File: src/rtl/cpu_pkg.sv
// Shared CPU definitions used by the EX-stage helpers.
package cpu_pkg;

  typedef enum logic [1:0] {IDLE, RUN, DONE} mul_state_t;

  localparam int MUL_WIDTH = 32;

endpackage

File: src/rtl/mul_seq_ctrl.sv
// Shift-add unsigned multiply sequencer; borrows the shared EX-stage adder
// for one add per cycle and hands back a 2*WIDTH product with a done pulse.
module mul_seq_ctrl
  import cpu_pkg::*;
#(
  parameter int WIDTH = MUL_WIDTH,
  parameter int CNT_W = 6
) (
  input  logic               clk,
  input  logic               reset,
  input  logic               start,
  input  logic               flush,
  input  logic [WIDTH-1:0]   mcand,
  input  logic [WIDTH-1:0]   mplier,
  output logic [WIDTH-1:0]   add_a,
  output logic [WIDTH-1:0]   add_b,
  input  logic [WIDTH-1:0]   add_sum,
  input  logic               add_cout,
  output logic               busy,
  output logic               done,
  output logic [2*WIDTH-1:0] product
);

  localparam logic [CNT_W-1:0] LAST_CNT = CNT_W'(WIDTH - 1);

  mul_state_t       state;
  logic [WIDTH-1:0] hi;
  logic [WIDTH-1:0] lo;
  logic [WIDTH-1:0] mc;
  logic [CNT_W-1:0] cnt;

  logic [WIDTH-1:0] hi_next;
  logic [WIDTH-1:0] lo_next;

  // Adder inputs are parked at zero outside RUN so the shared adder stays quiet.
  assign add_a = (state == RUN) ? hi : '0;
  assign add_b = (state == RUN && lo[0]) ? mc : '0;

  // Carry enters hi from the top; the adder LSB slides into lo as lo[0] retires.
  assign hi_next = {add_cout, add_sum[WIDTH-1:1]};
  assign lo_next = {add_sum[0], lo[WIDTH-1:1]};

  always_ff @(posedge clk or posedge reset) begin
    if (reset) begin
      state   <= IDLE;
      busy    <= 1'b0;
      done    <= 1'b0;
      product <= '0;
      hi      <= '0;
      lo      <= '0;
      mc      <= '0;
      cnt     <= '0;
    end else begin
      done <= 1'b0;
      if (flush) begin
        state <= IDLE;
        busy  <= 1'b0;
        cnt   <= '0;
      end else begin
        case (state)
          IDLE: begin
            if (start) begin
              mc    <= mcand;
              hi    <= '0;
              lo    <= mplier;
              cnt   <= '0;
              busy  <= 1'b1;
              state <= RUN;
            end
          end
          RUN: begin
            hi  <= hi_next;
            lo  <= lo_next;
            cnt <= cnt + 1'b1;
            if (cnt == LAST_CNT) begin
              product <= {hi_next, lo_next};
              busy    <= 1'b0;
              done    <= 1'b1;
              state   <= DONE;
            end
          end
          DONE: begin
            state <= IDLE;
          end
          default: begin
            state <= IDLE;
            busy  <= 1'b0;
          end
        endcase
      end
    end
  end

endmodule

File: config.mk
export PLATFORM = sky130hd
export DESIGN_NAME = mul_seq_ctrl
export DESIGN_NICKNAME = d
export VERILOG_FILES = /design/src/rtl/cpu_pkg.sv /design/src/rtl/mul_seq_ctrl.sv
export SDC_FILE = /design/constraint.sdc
export NUM_CORES = 1
export LEC_CHECK = 0
export ABC_AREA = 1
export CORE_MARGIN = 2
export CORE_UTILIZATION = 31
export DETAILED_ROUTE_END_ITERATION = 10
export MAX_ROUTING_LAYER = met4
export PLACE_DENSITY_LB_ADDON = 0.15
export REMOVE_ABC_BUFFERS = 1
export SLEW_MARGIN = 30
export SYNTH_ARGS = -nofsm -noshare
export SYNTH_HDL_FRONTEND = slang
export SYNTH_SLANG_ARGS = --single-unit
File: constraint.sdc
create_clock -name clk -period 6.42 [get_ports clk]
set_clock_uncertainty 0.2 [all_clocks]
set_input_delay 0.642 -clock clk [delete_from_list [all_inputs] [get_ports clk]]
set_output_delay 0.642 -clock clk [all_outputs]
set_load 0.03 [all_outputs]
# After elaboration in Yosys (flattened, before gate mapping)
# Cells that the tools add are included.
# word_totals
regBits,170
latch_bits,0
ramBits,0
mem_bits_ro,0
input_bits,101
output_inout_bits,130
word_cells,47
memories,0
# op_classes
add_sub_neg,1
n_mul,0
div,0
n_lt_le_gt_ge,0
eq_ne,7
n_shift,0
n_mux,20
bitwise,1
reduce_logical,10
# ops
cell,n
two-way mux 32 bit,4
one-hot mux 32 bit (2 select lines),2
two-way mux 6 bit,2
one-hot mux 6 bit (2 select lines),1
AND reduction 3 bit,4
"adder 6 x 1 -> 6 bit, second input constant",1
"equality test 6 x 5 -> 1 bit, second input constant",1
two-way mux 1 bit,6
two-way mux 2 bit,3
"!= test 2 bit, second input constant",2
one-hot mux 2 bit (2 select lines),1
AND reduction 2 bit,2
"!= test 3 x 2 -> 1 bit, second input constant",1
"!= test 3 bit, second input constant",1
one-hot mux 1 bit (3 select lines),1
nonzero test 3 bit,1
"equality test 2 x 1 -> 1 bit, second input constant",1
"equality test 2 bit, second input constant",1
zero test 2 bit,1
nonzero test 2 bit,1
logical AND 1 bit,1
NOT 1 bit,1

# Depth between registers and ports, before layout
# depth
depth_word,4
ltp_mapped,8

# Worst setup path after synthesis
# OpenSTA, ideal clock, no wires.
# synth_path
path_type,reg-to-output
start,register state[1]
end,output port add_a[10]
arrival_ns,1.484
required_time_ns,5.578
path_slack_ns,4.094
stages_incl_launch_ff,7
path_buffers,3
cell_sequence,dfrtp_1 inv_2 nand2_2 buf_4 buf_4 buf_2 nor2_1
# synth_between
elab_chain_len,2
# synth_rtl
item,line,rtl
"start, declared",mul_seq_ctrl.sv:26,mul_state_t state;
"start signal, assigned",mul_seq_ctrl.sv:45,state <= IDLE;
"start signal, assigned",mul_seq_ctrl.sv:56,state <= IDLE;
"start signal, assigned",mul_seq_ctrl.sv:68,state <= RUN;
equality test 2 x 1 -> 1 bit,mul_seq_ctrl.sv:36,assign add_a = (state == RUN) ? hi : '0;
two-way mux 32 bit,mul_seq_ctrl.sv:36,
"end, declared",mul_seq_ctrl.sv:15,"output logic [WIDTH-1:0] add_a,"
# No other way between the ends.

# Final worst setup path
# layout_path
start,register state[0]
end,output port add_b[15]
# layout_between
elab_chain_len,3
# layout_rtl
item,line,rtl
equality test 2 x 1 -> 1 bit,mul_seq_ctrl.sv:37,assign add_b = (state == RUN && lo[0]) ? mc : '0;
logical AND 1 bit,mul_seq_ctrl.sv:37,
two-way mux 32 bit,mul_seq_ctrl.sv:37,
"end, declared",mul_seq_ctrl.sv:16,"output logic [WIDTH-1:0] add_b,"
# No other way between the ends.

==> reports/qor.yml <==
outcome:
  outcome: "finished, final reports clean"
worst_setup_path:
  worstPathRequired_ns: 5.58
  reg2regPathDepth: 8
  r2r_slack_ns: 3.69
  path_cells: "inv_2 > nor2_4 > nand2_2 > nor2_1 > clkdlybuf4s50_1"
  crit_path_end: "add_b[15]"
  worstSetupPathDepth: 5
  timing.rr.start: "state[1]$_DFFE_PP0P_"
  cp_max_fo: 32
  critPathBufInv: 2
  cp.arrival_ns: 2.44
  crit_family: "buffers and inverters"
  critPathLaunchType: "flop"
  slowest_stage: "clkdlybuf4s50_1"
  crit_start: "state[0]$_DFFE_PP0P_"
  end_kind: "output pin"
  cpPeakStageDelay_ns: 0.70
  critical_path_class: "reg2out"
  reg2reg_to: "product[21]$_DFFE_PP0P_"
yosys:
  synth_largest_area_cell: "dfrtp_1"
  yosysUniqueCellTypes: 24
  syn_inst: 855
  yosysSeqAreaShare_pct: 58.7
  netlist.area_leader.share_pct: 58.7
  synthTopCellsByArea: "dfrtp_1, nand2_1, o21ai_0, inv_1, nor2_1"
  syn-cell-area_sq_mm: 0.00724
  syn_avg_cell_area_sq_um: 8.47
  synth-seq-cells: 170
  synth_warnings: 0
placement:
  place_area_sq_mm: 0.00972
  globalplace.congestion: 0.762
  port-buffer-count: 230
  dpl.cell_count: 1356
  dpl.hpwl_microns: 12400
clock_network:
  numCtsBuffers: 17
  cts_tree: "built"
  clock_latency_ns: 0.43
  post_cts_buffers: 0
  cts_resized: 0
  clock_path_buffers: 2
  cts_hold_buf: 0
  h-tree-depth: 4
  cts.sinks: 170
  root_buffer: "clkbuf_16"
  path_clk_slew_ns: 0.07
power:
  ir_drop_mv: 0.157
  p_leak_uw: 0.00491
  power_density_mw_per_mm2: 261
final_layout:
  nets: 1165
  finalNonFillerCells: 1389
  area_delta_synth_final_pct: 43.0
  final_common_cell: "nand2_1"
  n_antenna_cell: 0
  layout-drive-gt1-share_pct: 5.20
  finalInstanceArea_sq_mm: 0.0104
  layout_common_cells: "nand2_1, clkdlybuf4s50_1, dfrtp_1"
sta:
  setup_viol: 0
  hold_viol_final: 0
  finalMaxSlewViolations: 0
  fmax_mhz: 305
  min_period_ns: 3.28
  min_period_over_period_pct: 51.1
  rsz0062_at_grt: "no"
  tns_ns: 0
  slew_headroom_pct: 54.2
  worst_pin_slew_ns: 0.685
  whs_ns: 0.279
routing:
  vias: 6051
  drtIter0Drc: 295
  first_pass_iters: 5
  drcViolationCount: 0
  via_per_inst: 4.36
  detail_route.wl_per_cell_microns: 13.7
  detail-route-antenna-nets: 0
  routed_wl_microns: 19100
global_routing:
  antenna_found_initial: 0
  grt_pass1_wl_microns: 31000
  grt_usage_pct: 16.6
  grt_pass1_vias: 5856
  grt_max_degree: 171
  grt.overflow.total: 0
min_path:
  hold_class: "reg2reg"
floorplan:
  die-height_microns: 157
  ios: 231
  coreArea_sq_mm: 0.0228
  dieArea_sq_mm: 0.0246
  rows: 55
  initial_core_util_pct: 31.8
  fp.dieW_microns: 157
flow_run:
  maxCapViolations: 0
cell type report:
class                           instances  area (sq um)
Fill cell                            2269         12400
Sequential cell                       170          4250
Timing Repair Buffer                  235          2380
Multi-Input combinational cell        531          2320
Clock buffer                           18           439
Inverter                              108           410
Tap cell                              313           392
Clock inverter                         14           155
how the worst min path moves through the flow:
stage / end / from / depth (start not counted)
6_report: product[39]$_DFFE_PP0P_ / product[39]$_DFFE_PP0P_ / 2
4_1_cts: product[39]$_DFFE_PP0P_ / product[39]$_DFFE_PP0P_ / 2
2_1_floorplan: lo[0]$_DFFE_PP0P_ / lo[0]$_DFFE_PP0P_ / 2
5_1_grt: product[39]$_DFFE_PP0P_ / product[39]$_DFFE_PP0P_ / 2
3_3_place_gp: busy$_DFFE_PP0P_ / busy$_DFFE_PP0P_ / 2
3_5_place_dp: product[55]$_DFFE_PP0P_ / product[55]$_DFFE_PP0P_ / 2
kinds of logic (layout without fill, tap and decap cells):
| family | count (synthesis) | count (layout) | synth area share, % |
|---|---|---|---|
| AND/OR/NAND/NOR | 369 | 369 | 20.1 |
| flip-flops | 170 | 170 | 58.7 |
| AO/OA/AOI/OAI | 161 | 161 | 11.5 |
| buffers and inverters | 154 | 375 | 9.55 |
| adder cells (fa/ha/maj) | 1 | 1 | 0.173 |
worst min-delay path, stage by stage, from the launching register on:
cell,delay (ns)
dfrtp_1,0.34
nand2_1,0.05
nand2_1,0.06
layer usage:
metal	part of all wire [%]	vias up	track usage, %
li1	-	3048	-
met1	47	2814	22.5
met2	45	174	24.5
met3	6.9	15	4.43
met4	1.1	0	4.37
met5	0	-	-
where the power goes:
part,switching [uW],internal [uW]
logic,282,177
clock network,471,563
registers,29.1,1180
registers in the layout, summed over array words and instances, names as in the netlist:
signal   count
lo          32
product     64
busy         1
cnt          6
hi          32
state        2
done         1
mc          32
synth_stat cells, drive strengths merged:
cell type    n
inv        108
ha           1
clkbuf      12
o21bai       1
nand2      256
nor2       103
a21oi       32
nand3        5
buf         34
nand4        4
or2          1
o21ai      128
dfrtp      170
metrics by stage:
stage	utilization, %	setup WS (ns)	total power (uW)
after floorplan	-	0.975	1490
after global placement	42.6	3.29	1690
after detailed placement	42.7	3.23	1690
after CTS	45.3	2.84	2740
after global routing	45.5	2.92	2850
final	45.5	3.14	2700
Power figures use the tool's default switching activity.
